$ cat src/rtl/mux_pkg.sv
// rtl/mux_pkg.sv - shared FSM state type and select-width helper for the pipelined mux
package mux_pkg;

    // Occupancy of the main + skid register pair
    typedef enum logic [1:0] {
        EMPTY = 2'd0,
        ONE   = 2'd1,
        TWO   = 2'd2
    } mux_state_e;

    // Bits needed to address n channels; never less than one bit
    function automatic int sel_width(input int n);
        return (n <= 2) ? 1 : $clog2(n);
    endfunction

endpackage

$ cat src/rtl/mux_sel_n.sv
// rtl/mux_sel_n.sv - combinational N-way channel select with out-of-range flag
module mux_sel_n
    import mux_pkg::*;
#(
    parameter int WIDTH  = 32,
    parameter int NUM_IN = 4,
    parameter int SEL_W  = sel_width(NUM_IN)
) (
    input  logic [NUM_IN*WIDTH-1:0] in_data,
    input  logic [SEL_W-1:0]        in_sel,
    output logic [WIDTH-1:0]        sel_data,
    output logic                    sel_err
);

    // Pick the addressed channel; an out-of-range select matches nothing and yields zero
    always_comb begin
        sel_data = '0;
        for (int k = 0; k < NUM_IN; k++) begin
            if (in_sel == SEL_W'(k)) begin
                sel_data = in_data[k*WIDTH +: WIDTH];
            end
        end
    end

    // One extra bit so NUM_IN itself is representable when NUM_IN == 2**SEL_W
    assign sel_err = ({1'b0, in_sel} >= (SEL_W+1)'(NUM_IN));

endmodule

$ cat src/rtl/mux_pipe_n.sv
// rtl/mux_pipe_n.sv - one-cycle registered N-way mux with skid buffer and valid/ready handshakes
module mux_pipe_n
    import mux_pkg::*;
#(
    parameter int WIDTH  = 32,
    parameter int NUM_IN = 4,
    parameter int SEL_W  = sel_width(NUM_IN)
) (
    input  logic                    clk,
    input  logic                    rst_n,
    input  logic [NUM_IN*WIDTH-1:0] in_data,
    input  logic [SEL_W-1:0]        in_sel,
    input  logic                    in_valid,
    output logic                    in_ready,
    output logic [WIDTH-1:0]        out_data,
    output logic                    out_err,
    output logic                    out_valid,
    input  logic                    out_ready
);

    mux_state_e       state_q;
    logic             in_ready_q;
    logic [WIDTH-1:0] main_data_q;
    logic             main_err_q;
    logic [WIDTH-1:0] skid_data_q;
    logic             skid_err_q;

    logic [WIDTH-1:0] sel_data;
    logic             sel_err;
    logic             accept;
    logic             drain;

    mux_sel_n #(
        .WIDTH  (WIDTH),
        .NUM_IN (NUM_IN),
        .SEL_W  (SEL_W)
    ) u_sel (
        .in_data  (in_data),
        .in_sel   (in_sel),
        .sel_data (sel_data),
        .sel_err  (sel_err)
    );

    // in_ready_q is low in TWO, so nothing is accepted (or sampled) while full
    assign accept = in_valid && in_ready_q;
    assign drain  = (state_q != EMPTY) && out_ready;

    // Occupancy FSM; in_ready_q tracks the next state so it never depends on out_ready combinationally
    always_ff @(posedge clk or negedge rst_n) begin
        if (!rst_n) begin
            state_q     <= EMPTY;
            in_ready_q  <= 1'b0;
            main_data_q <= '0;
            main_err_q  <= 1'b0;
            skid_data_q <= '0;
            skid_err_q  <= 1'b0;
        end else begin
            case (state_q)
                EMPTY: begin
                    in_ready_q <= 1'b1;
                    if (accept) begin
                        main_data_q <= sel_data;
                        main_err_q  <= sel_err;
                        state_q     <= ONE;
                    end
                end
                ONE: begin
                    in_ready_q <= 1'b1;
                    if (accept && !drain) begin
                        skid_data_q <= sel_data;
                        skid_err_q  <= sel_err;
                        state_q     <= TWO;
                        in_ready_q  <= 1'b0;
                    end else if (accept && drain) begin
                        main_data_q <= sel_data;
                        main_err_q  <= sel_err;
                    end else if (drain) begin
                        state_q <= EMPTY;
                    end
                end
                TWO: begin
                    if (drain) begin
                        main_data_q <= skid_data_q;
                        main_err_q  <= skid_err_q;
                        state_q     <= ONE;
                        in_ready_q  <= 1'b1;
                    end
                end
                default: begin
                    state_q    <= EMPTY;
                    in_ready_q <= 1'b1;
                end
            endcase
        end
    end

    assign in_ready  = in_ready_q;
    assign out_valid = (state_q != EMPTY);
    assign out_data  = main_data_q;
    assign out_err   = main_err_q;

endmodule

$ cat config.mk
export PLATFORM = sky130hd
export DESIGN_NAME = mux_pipe_n
export DESIGN_NICKNAME = d
export VERILOG_FILES = /design/src/rtl/mux_pkg.sv /design/src/rtl/mux_sel_n.sv /design/src/rtl/mux_pipe_n.sv
export SDC_FILE = /design/constraint.sdc
export NUM_CORES = 1
export LEC_CHECK = 0
export ABC_AREA = 1
export CAP_MARGIN = 10
export CORE_ASPECT_RATIO = 0.75
export CORE_MARGIN = 2
export CORE_UTILIZATION = 35
export CTS_CLUSTER_SIZE = 8
export DETAILED_ROUTE_END_ITERATION = 16
export PLACE_DENSITY_LB_ADDON = 0.15
export SYNTH_ARGS = -nofsm -noshare
export SYNTH_HDL_FRONTEND = slang
export SYNTH_HIERARCHICAL = 1
export SYNTH_SLANG_ARGS = --single-unit
$ cat constraint.sdc
create_clock -name clk -period 1.3 [get_ports clk]
set_input_delay 0.39 -clock clk [delete_from_list [all_inputs] [get_ports clk]]
set_output_delay 0.39 -clock clk [all_outputs]
set_load 0.01 [all_outputs]
# After elaboration in Yosys (flattened, before gate mapping)
# Index checks and enable logic that the tools add are counted.
dict set report word_totals {
  ff_bits 68
  output_inout_bits 35
  word_cells 51
}
dict set report op_classes {
  n_eq_ne 11
  n_mux 23
  reduce_logical 12
}
# op count
set ops {}
lappend ops {{32-bit 2-to-1 mux} 8}
lappend ops {{32-bit case mux with 3 select lines} 1}
lappend ops {{2-bit 2-to-1 mux} 5}
lappend ops {{2-bit != test (second input constant)} 4}
lappend ops {{2-bit == test (second input constant)} 3}
lappend ops {{1-bit 2-to-1 mux} 6}
lappend ops {{3-bit != test (second input constant)} 2}
lappend ops {{2-bit case mux with 3 select lines} 1}
lappend ops {{5-bit AND reduction} 1}
lappend ops {{2-bit by 1-bit == test with 1-bit output (second input constant)} 2}
lappend ops {{1-bit logical AND} 4}
lappend ops {{2-bit logical NOT} 2}
lappend ops {{4-bit AND reduction} 1}
lappend ops {{1-bit case mux with 3 select lines} 1}
lappend ops {{3-bit nonzero test} 1}
lappend ops {{1-bit case mux with 2 select lines} 1}
lappend ops {{2-bit AND reduction} 1}
lappend ops {{2-bit nonzero test} 1}
lappend ops {{1-bit logical NOT} 1}

# Logic depth before layout (Yosys ltp)
# Gate-level depths: netlist (run 1).
dict set report depth {
  word_depth 8
  depth_mapped 8
}

# By module
# Netlist (run 1), hierarchy kept.
# mod instances cells_per_inst area_per_inst_um2 seq_area_each_um2
set modules_own_cells {}
lappend modules_own_cells {mux_pipe_n 1 409 3163.0 1726.7}
lappend modules_own_cells {mux_sel_n 1 188 979.7 0.0}

# Worst setup path before layout (run 1)
# Ideal clock, no wire load.
dict set report synth_timing {
  path_type {register to register}
  from {reg in_ready_q (netlist: in_ready)}
  to {reg main_data_q[18] (netlist: out_data[18])}
  setup_time_ns 0.117
  arrival_time_ns 1.092
  required_ns 1.183
  slack_ns 0.091
  path_stages_with_launch 7
  n_path_buf 1
  path_cell_list {dfrtp_1 nand2_1 nor2_4 nand2_2 buf_2 nand3_1 nand2_1}
}
dict set report synth_via {
  elab_chain_cells 4
  elab_cells_between_ends 7
  cone_classes {eq/ne (3); reduce/logical (4)}
}
# item line
set synth_lines {}
lappend synth_lines {{from (decl)} mux_pipe_n.sv:22} ;# logic in_ready_q;
lappend synth_lines {{from (signal assigned)} mux_pipe_n.sv:52} ;# in_ready_q <= 1'b0;
lappend synth_lines {{from (signal assigned)} mux_pipe_n.sv:60} ;# in_ready_q <= 1'b1;
lappend synth_lines {{from (signal assigned)} mux_pipe_n.sv:68} ;# in_ready_q <= 1'b1;
lappend synth_lines {{1-bit logical AND (*)} mux_pipe_n.sv:45} ;# assign accept = in_valid && in_ready_q;
lappend synth_lines {{1-bit logical AND, on equally long branches} {mux_pipe_n.sv:74, mux_pipe_n.sv:69}}
lappend synth_lines {{2-bit != test (no source line)} -}
lappend synth_lines {{5-bit AND reduction (no source line) (*)} -}
lappend synth_lines {{to (signal assigned)} mux_pipe_n.sv:62} ;# main_data_q <= sel_data;
lappend synth_lines {{to (signal assigned)} mux_pipe_n.sv:75} ;# main_data_q <= sel_data;
lappend synth_lines {{to (signal assigned)} mux_pipe_n.sv:83} ;# main_data_q <= skid_data_q;
lappend synth_lines {{to (decl)} mux_pipe_n.sv:23} ;# logic [WIDTH-1:0] main_data_q;
# Mark *: on every way between the ends. The rest lies on a longest branch, timed or not.
# A chain may end at the register's enable or synchronous reset.

# Worst setup path after layout (run 1)
dict set report layout_timing {
  from {reg state_q[0]}
  to {out out_valid}
}
dict set report layout_via {
  elab_chain_cells 1
}
# item line
set layout_lines {}
lappend layout_lines {{from (decl)} mux_pipe_n.sv:21} ;# mux_state_e state_q;
lappend layout_lines {{from (signal assigned)} mux_pipe_n.sv:51} ;# state_q <= EMPTY;
lappend layout_lines {{from (signal assigned)} mux_pipe_n.sv:64} ;# state_q <= ONE;
lappend layout_lines {{from (signal assigned)} mux_pipe_n.sv:72} ;# state_q <= TWO;
lappend layout_lines {{2-bit nonzero test} mux_pipe_n.sv:98} ;# assign out_valid = (state_q != EMPTY);
lappend layout_lines {{to (decl)} mux_pipe_n.sv:17} ;# output logic out_valid,
# Every way passes these cells.

==> run summary, run 1 <==
H-tree levels - 3
Clk pwr share - 22.6%
Static leakage - 3.359 nW
WP data arrival - 960 ps
Initial antenna violation count - 0
RSZ-0062 raised after global routing - yes
Synth warnings - 6
Top cell type by total area after synthesis - dfrtp_1
Initial Utilization - 35.80%
Psw - 3.926 mW
Fraction of layout cells with a size suffix above 1 - 20.53%
P_int - 6.995 mW
FF+latch count, synth - 69
Die width - 129.6 um
Startpoint Class - flop
WHS - 427.0 ps
Root Driver - clkbuf_16
Ports - 169
Mapped Area - 4143 sq um
DRC marker count from the first detailed-route iteration - 312
Final core occ - 59.42%
Tot GR Track Use - 23.66%
Clock latency at the later pin of the worst-skew pair - 340 ps
Reg power frac - 34.0%
Vias in the first global route - 4631
Failing checks - setup timing
Area contributors post-synth - dfrtp_1 (42%), nand2_1 (24%), nand3_1 (20%)
Fin. max-slew vios - 0
Peak supply drop - 0.7332 mV
Library cells used by synthesis - 17
Switching share of power - 35.95%
Vias - 4874
CTS buffer count - 9
Tmin final - 1350 ps
DR vias/cell - 5.098
Antenna cells - 0
Crit. End Element - output pin
DRC errors left - 0
Setup Viol. Count Final - 19
Critical Path RT - 910 ps
Fmax - 740.8 MHz
Syn avg cell area - 6.939 sq um
Pin count of the biggest net entering global routing - 45
Post-route ant nets - 0
Clk sinks - 69
Final period util - 103.8%
Placer Congestion - 0.8561
CTS tree - yes
Post-DP HPWL - 10.62 mm
Grt ovf - 0
Post-synth top area share - 41.68%
Power Density - 1588 nW/um^2
Final net count - 923
Hold/Removal Path Class - input pin to async pin
Reg2reg start - state_q[1]$_DFFE_PN0P_
Row count - 34
IO Port Bufs - 168
Syn Inst Count - 597
Crit path from - state_q[0]$_DFFE_PN0P_
Syn nets - 731
CTS max path bufs - 2
Setup WS post-layout - -49.91 ps
Die Y - 98.22 um
Area of the core - 11570 sq um
Outcome - finished, violations left
Area grow syn2layout - 65.96%
Maxcap violations - 0
Crit-path leading delay family - flip-flops
Setup TNS - -426.3 ps
Final Hold Viols - 0
TritonRoute pass-1 iters - 4
First-pass GRT wire length - 23.64 mm
Crit-path cells - inv_2, nand2_1, buf_2
Register area share after synthesis - 41.68%
Final WL - 15.52 mm
Clock Skew - 7.003 ps
Crit path max fanout - 2
Worst setup path class - flop to output pin
Post-route cell area - 6875 sq um
Area after DPL - 6180 sq um
Crit-path max cell delay - 390 ps
Avg WL per Cell - 16.23 um
Logic pwr share - 43.4%
Die ar. - 12730 sq um
CP Buf/Inv Count - 2
Clock transition at path regs - 60 ps
Post-Place Worst Slack - -358.4 ps
Slowest CP cell - dfrtp_1
layer usage:
layer	global-route usage (%)	share of wire, %	routed length, um	up-vias
met2	36.05	45	7036	201
met5	0	0	0	-
met3	5.589	8.0	1238	14
li1	-	-	-	2370
met1	34.15	46	7117	2289
met4	5.376	0.82	127	0
placed cells by master (no fill, tap or decap), types with 2 or more instances in the layout:
| master | synthesis | layout |
|---|---|---|
| buf_12 | 0 | 15 |
| nand3_2 | 0 | 11 |
| nand2_4 | 2 | 7 |
| nand2_8 | 0 | 2 |
| clkdlybuf4s50_1 | 0 | 129 |
| buf_4 | 14 | 31 |
| dfrtp_1 | 69 | 69 |
| nand2_2 | 3 | 20 |
| inv_2 | 4 | 5 |
| buf_2 | 22 | 38 |
| clkbuf_16 | 0 | 15 |
| nand3_1 | 164 | 153 |
| nand2_1 | 267 | 243 |
| nand4_1 | 33 | 33 |
| inv_6 | 0 | 2 |
| buf_6 | 4 | 3 |
| clkinv_2 | 0 | 2 |
| buf_16 | 0 | 4 |
worst paths after layout:
kind,endpoint,slack (ps),cells after the start
worst max-delay path,out_valid,-50,3
worst min-delay path,skid_data_q[6]$_DFFE_PN0P_,430,2
worst max register to register,out_data[28]$_DFFE_PN0P_,-40,8
worst min register to register,skid_data_q[1]$_DFFE_PN0P_,480,2
max in group asynchronous,out_data[29]$_DFFE_PN0P_,440,3
min in group clk,state_q[0]$_DFFE_PN0P_,430,4
cells in the mapped netlist (all sizes together):
cell type    n
buf         40
inv          7
o21ai        1
nor2         2
nand2      272
dfrtp       69
nand4       33
nand3      164
conb         1
clkbuf       8
power groups by stage:
stage / Combinational (mW) / Sequential, mW / Clock [mW]
after floorplan: 1.79 / 3.90 / 0
after global placement: 4.21 / 3.73 / 0
after detailed placement: 4.27 / 3.75 / 0
after CTS: 4.29 / 3.69 / 2.49
after global routing: 5.18 / 3.83 / 2.56
final: 4.74 / 3.71 / 2.47
flip-flops by register name, indices dropped and copies added (netlist names):
register     flops
in_ready         1
out_data        32
out_err          1
skid_data_q     32
skid_err_q       1
state_q          2
per-stage QoR:
stage	power [mW]	instances
floorplan	5.690	597
finish	10.92	956
global placement	7.940	915
CTS	10.47	948
detailed placement	8.029	915
global route	11.57	956
area by class of cell:
type                       count  area, sq um
clock buffer                   9        225.2
clock inverter                 7        73.82
sequential                    69         1727
fill                        1011         4696
tap                          162        202.7
multi-input combinational    473         2265
timing repair buffer         229         2346
inverter                       7        36.28
cells by family (layout without fill, tap and decap cells):
kind of cell,Yosys count,after routing,synth area share (%)
other cells,1,1,0.09052
compound gates,1,1,0.1207
buf+inv,55,252,7.702
flops,69,69,41.68
simple gates,471,471,50.41
what timing repair did:
| item | in CTS | in global routing |
|---|---|---|
| buffers inserted | 13 | 1 |
| hold buffers | 1 | 0 |
| hold endpoints to repair | 4 | 0 |
| resized for setup | 154 | 45 |
| endpoints found under the setup margin | 38 | 68 |
| pin swaps | 5 | 27 |
| gates cloned | 4 | 7 |
No activity file was read; power rests on OpenSTA's default activity.
==> run 2, diff against run 1 <==
--- a/config.mk
+++ b/config.mk
@@ -6,7 +6,6 @@
 export NUM_CORES = 1
 export LEC_CHECK = 0
 export ABC_AREA = 1
-export CAP_MARGIN = 10
 export CORE_ASPECT_RATIO = 0.75
 export CORE_MARGIN = 2
 export CORE_UTILIZATION = 35
==> results of run 2 <==
The final DEF is identical to that of run 1; final timing and power are the same.
==> run 3, diff against run 2 <==
--- a/config.mk
+++ b/config.mk
@@ -12,6 +12,7 @@
 export CTS_CLUSTER_SIZE = 8
 export DETAILED_ROUTE_END_ITERATION = 16
 export PLACE_DENSITY_LB_ADDON = 0.15
+export RECOVER_POWER = 25
 export SYNTH_ARGS = -nofsm -noshare
 export SYNTH_HDL_FRONTEND = slang
 export SYNTH_HIERARCHICAL = 1
==> run 3 against run 2 <==
  * Clock-buffer cell count is the same
  * Flip-flop and latch count is the same
  * Power shrank 0.14%
  * Register-to-register slack is essentially flat
  * The flow still finishes with violations (setup timing)
  * Utilization shrank 0.16 points
  * Routed wire length is essentially flat
  * Clock skew shrank 0.64 ps
  * Clock power is essentially flat
  * Via count grew 0.29%
  * Worst setup slack gained 2.4 ps
  * Critical path type unchanged
  * Non-clock buffer count is the same
==> run summary, run 3 (same netlist as run 1, synthesis figures left out) <==
Outcome - finished, violations left
Failing checks - setup timing
Sequential cell area - 1727 sq um
Die ar. - 12730 sq um
Root Driver - clkbuf_16
CTS max path bufs - 2
Post-Place Worst Slack - -358.4 ps
Crit-path leading delay family - flip-flops
Fin. max-slew vios - 0
CTS tree - yes
Psw - 3.918 mW
Setup Viol. Count Final - 19
DR vias/cell - 5.113
DRC marker count from the first detailed-route iteration - 328
Row count - 34
Grt ovf - 0
WP data arrival - 960 ps
Clock transition at path regs - 60 ps
Crit-path cells - inv_2, nand2_1, buf_2
Final period util - 103.7%
Vias - 4888
First-pass GRT wire length - 23.64 mm
Final WL - 15.54 mm
Hold/Removal Path Class - input pin to flop
Fraction of layout cells with a size suffix above 1 - 20.40%
Clk pwr share - 22.5%
Met1 GRT Util - 34.15%
RSZ-0062 raised after global routing - yes
Final net count - 923
Area of the core - 11570 sq um
Crit path max fanout - 2
Antenna cells - 0
Startpoint Class - flop
DRC errors left - 0
P_int - 6.988 mW
Peak supply drop - 0.7260 mV
Avg WL per Cell - 16.25 um
Commonest non-fill, non-tap cells in the layout - nand2_1 (243), nand3_1 (153), clkdlybuf4s50_1 (129), dfrtp_1 (69), buf_2 (37)
Static leakage - 3.350 nW
Switching share of power - 35.92%
Tot GR Track Use - 23.66%
Power Density - 1591 nW/um^2
Reg power frac - 34.1%
Tmin final - 1348 ps
Total power draw - 10.91 mW
CTS buffer count - 9
CP Buf/Inv Count - 2
Slowest CP cell - dfrtp_1
Die Y - 98.22 um
TritonRoute pass-1 iters - 5
Crit-path max cell delay - 390 ps
Logic pwr share - 43.4%
IO Port Bufs - 168
H-tree levels - 3
Clk sinks - 69
GR Util met2 - 36.05%
Die width - 129.6 um
Commonest non-fill, non-tap cell in the layout - nand2_1
Multi-input logic area - 2265 sq um
Post-DP HPWL - 10.62 mm
Pin count of the biggest net entering global routing - 45
Crit. End Element - output pin
Final core occ - 59.26%
Area after DPL - 6180 sq um
Final Hold Viols - 0
Post-route ant nets - 0
Maxcap violations - 0
Busiest layer in global routing - met2
Worst setup path class - flop to output pin
Setup TNS - -420.9 ps
Fmax - 742.1 MHz
Vias in the first global route - 4631
Clock latency at the later pin of the worst-skew pair - 340 ps
Ports - 169
Setup WS post-layout - -47.51 ps
Final-layout fill cell count - 1013
Initial antenna violation count - 0
Placer Congestion - 0.8561
Clock Skew - 6.361 ps
Post-route cell area - 6857 sq um
Critical Path RT - 910 ps
Initial Utilization - 35.80%
Met3 usage - 5.589%
Area grow syn2layout - 65.51%
[run 3: cell count changes in the layout (fill, tap and decap cells not counted)]
cell,before,now
buf_12,15,13
buf_2,38,37
buf_6,3,5
clkbuf_1,0,1
[run 3: worst paths after layout]
path	from	end	slack, ps	cells after the start
max	state_q[0]$_DFFE_PN0P_	out_valid	-50	3
min	in_valid	state_q[0]$_DFFE_PN0P_	430	4
max reg2reg	state_q[1]$_DFFE_PN0P_	out_data[11]$_DFFE_PN0P_	-40	8
min reg2reg	skid_data_q[29]$_DFFE_PN0P_	skid_data_q[29]$_DFFE_PN0P_	470	2
max in group asynchronous	rst_n	out_data[29]$_DFFE_PN0P_	210	3
min in group asynchronous	rst_n	skid_data_q[8]$_DFFE_PN0P_	480	2
[run 3: through the flow]
| stage | hold WS [ps] | instances |
|---|---|---|
| after floorplan | 94.41 | 597 |
| after global routing | 447.7 | 956 |
| after CTS | 446.2 | 948 |
| after global placement | 245.9 | 915 |
| after detailed placement | 245.8 | 915 |
| final | 429.6 | 956 |
[run 3: power groups by stage]
| stage | logic (mW) | registers [mW] | clock network, mW |
|---|---|---|---|
| after detailed placement | 4.27 | 3.75 | 0 |
| after CTS | 4.29 | 3.69 | 2.49 |
| final | 4.73 | 3.71 | 2.46 |
| after global routing | 5.17 | 3.83 | 2.56 |
| after global placement | 4.21 | 3.73 | 0 |
| after floorplan | 1.79 | 3.90 | 0 |
[run 3: cell type report]
class	count	share of cell area, %
clock buffer	9	3.285
clock inverter	7	1.077
inverter	7	0.5292
multi-input combinational	473	33.03
sequential	69	25.18
tap	162	2.956
timing repair buffer	229	33.94
[run 3: worst reg2reg max path, cell delays in order (launching register included)]
cell     delay [ps]
dfrtp_1         390
buf_4           160
nand2_4         100
inv_8            70
nand2_8          90
nand2_8         110
buf_16          160
nand2_1          70
nand2_1          70
[run 3: repair_timing]
| action | in CTS | in global routing |
|---|---|---|
| pin swaps | 5 | 27 |
| cloned | 4 | 7 |
| setup endpoints to repair | 38 | 68 |
| hold buffers | 1 | 0 |
| hold endpoints to repair | 4 | 0 |
| buffers inserted | 13 | 1 |
| resized for setup | 154 | 45 |
[run 3: per-layer routing]
metal	vias up	wire [um]
met2	221	7086
li1	2373	-
met1	2284	6924
met3	10	1410
met4	0	113
met5	-	0
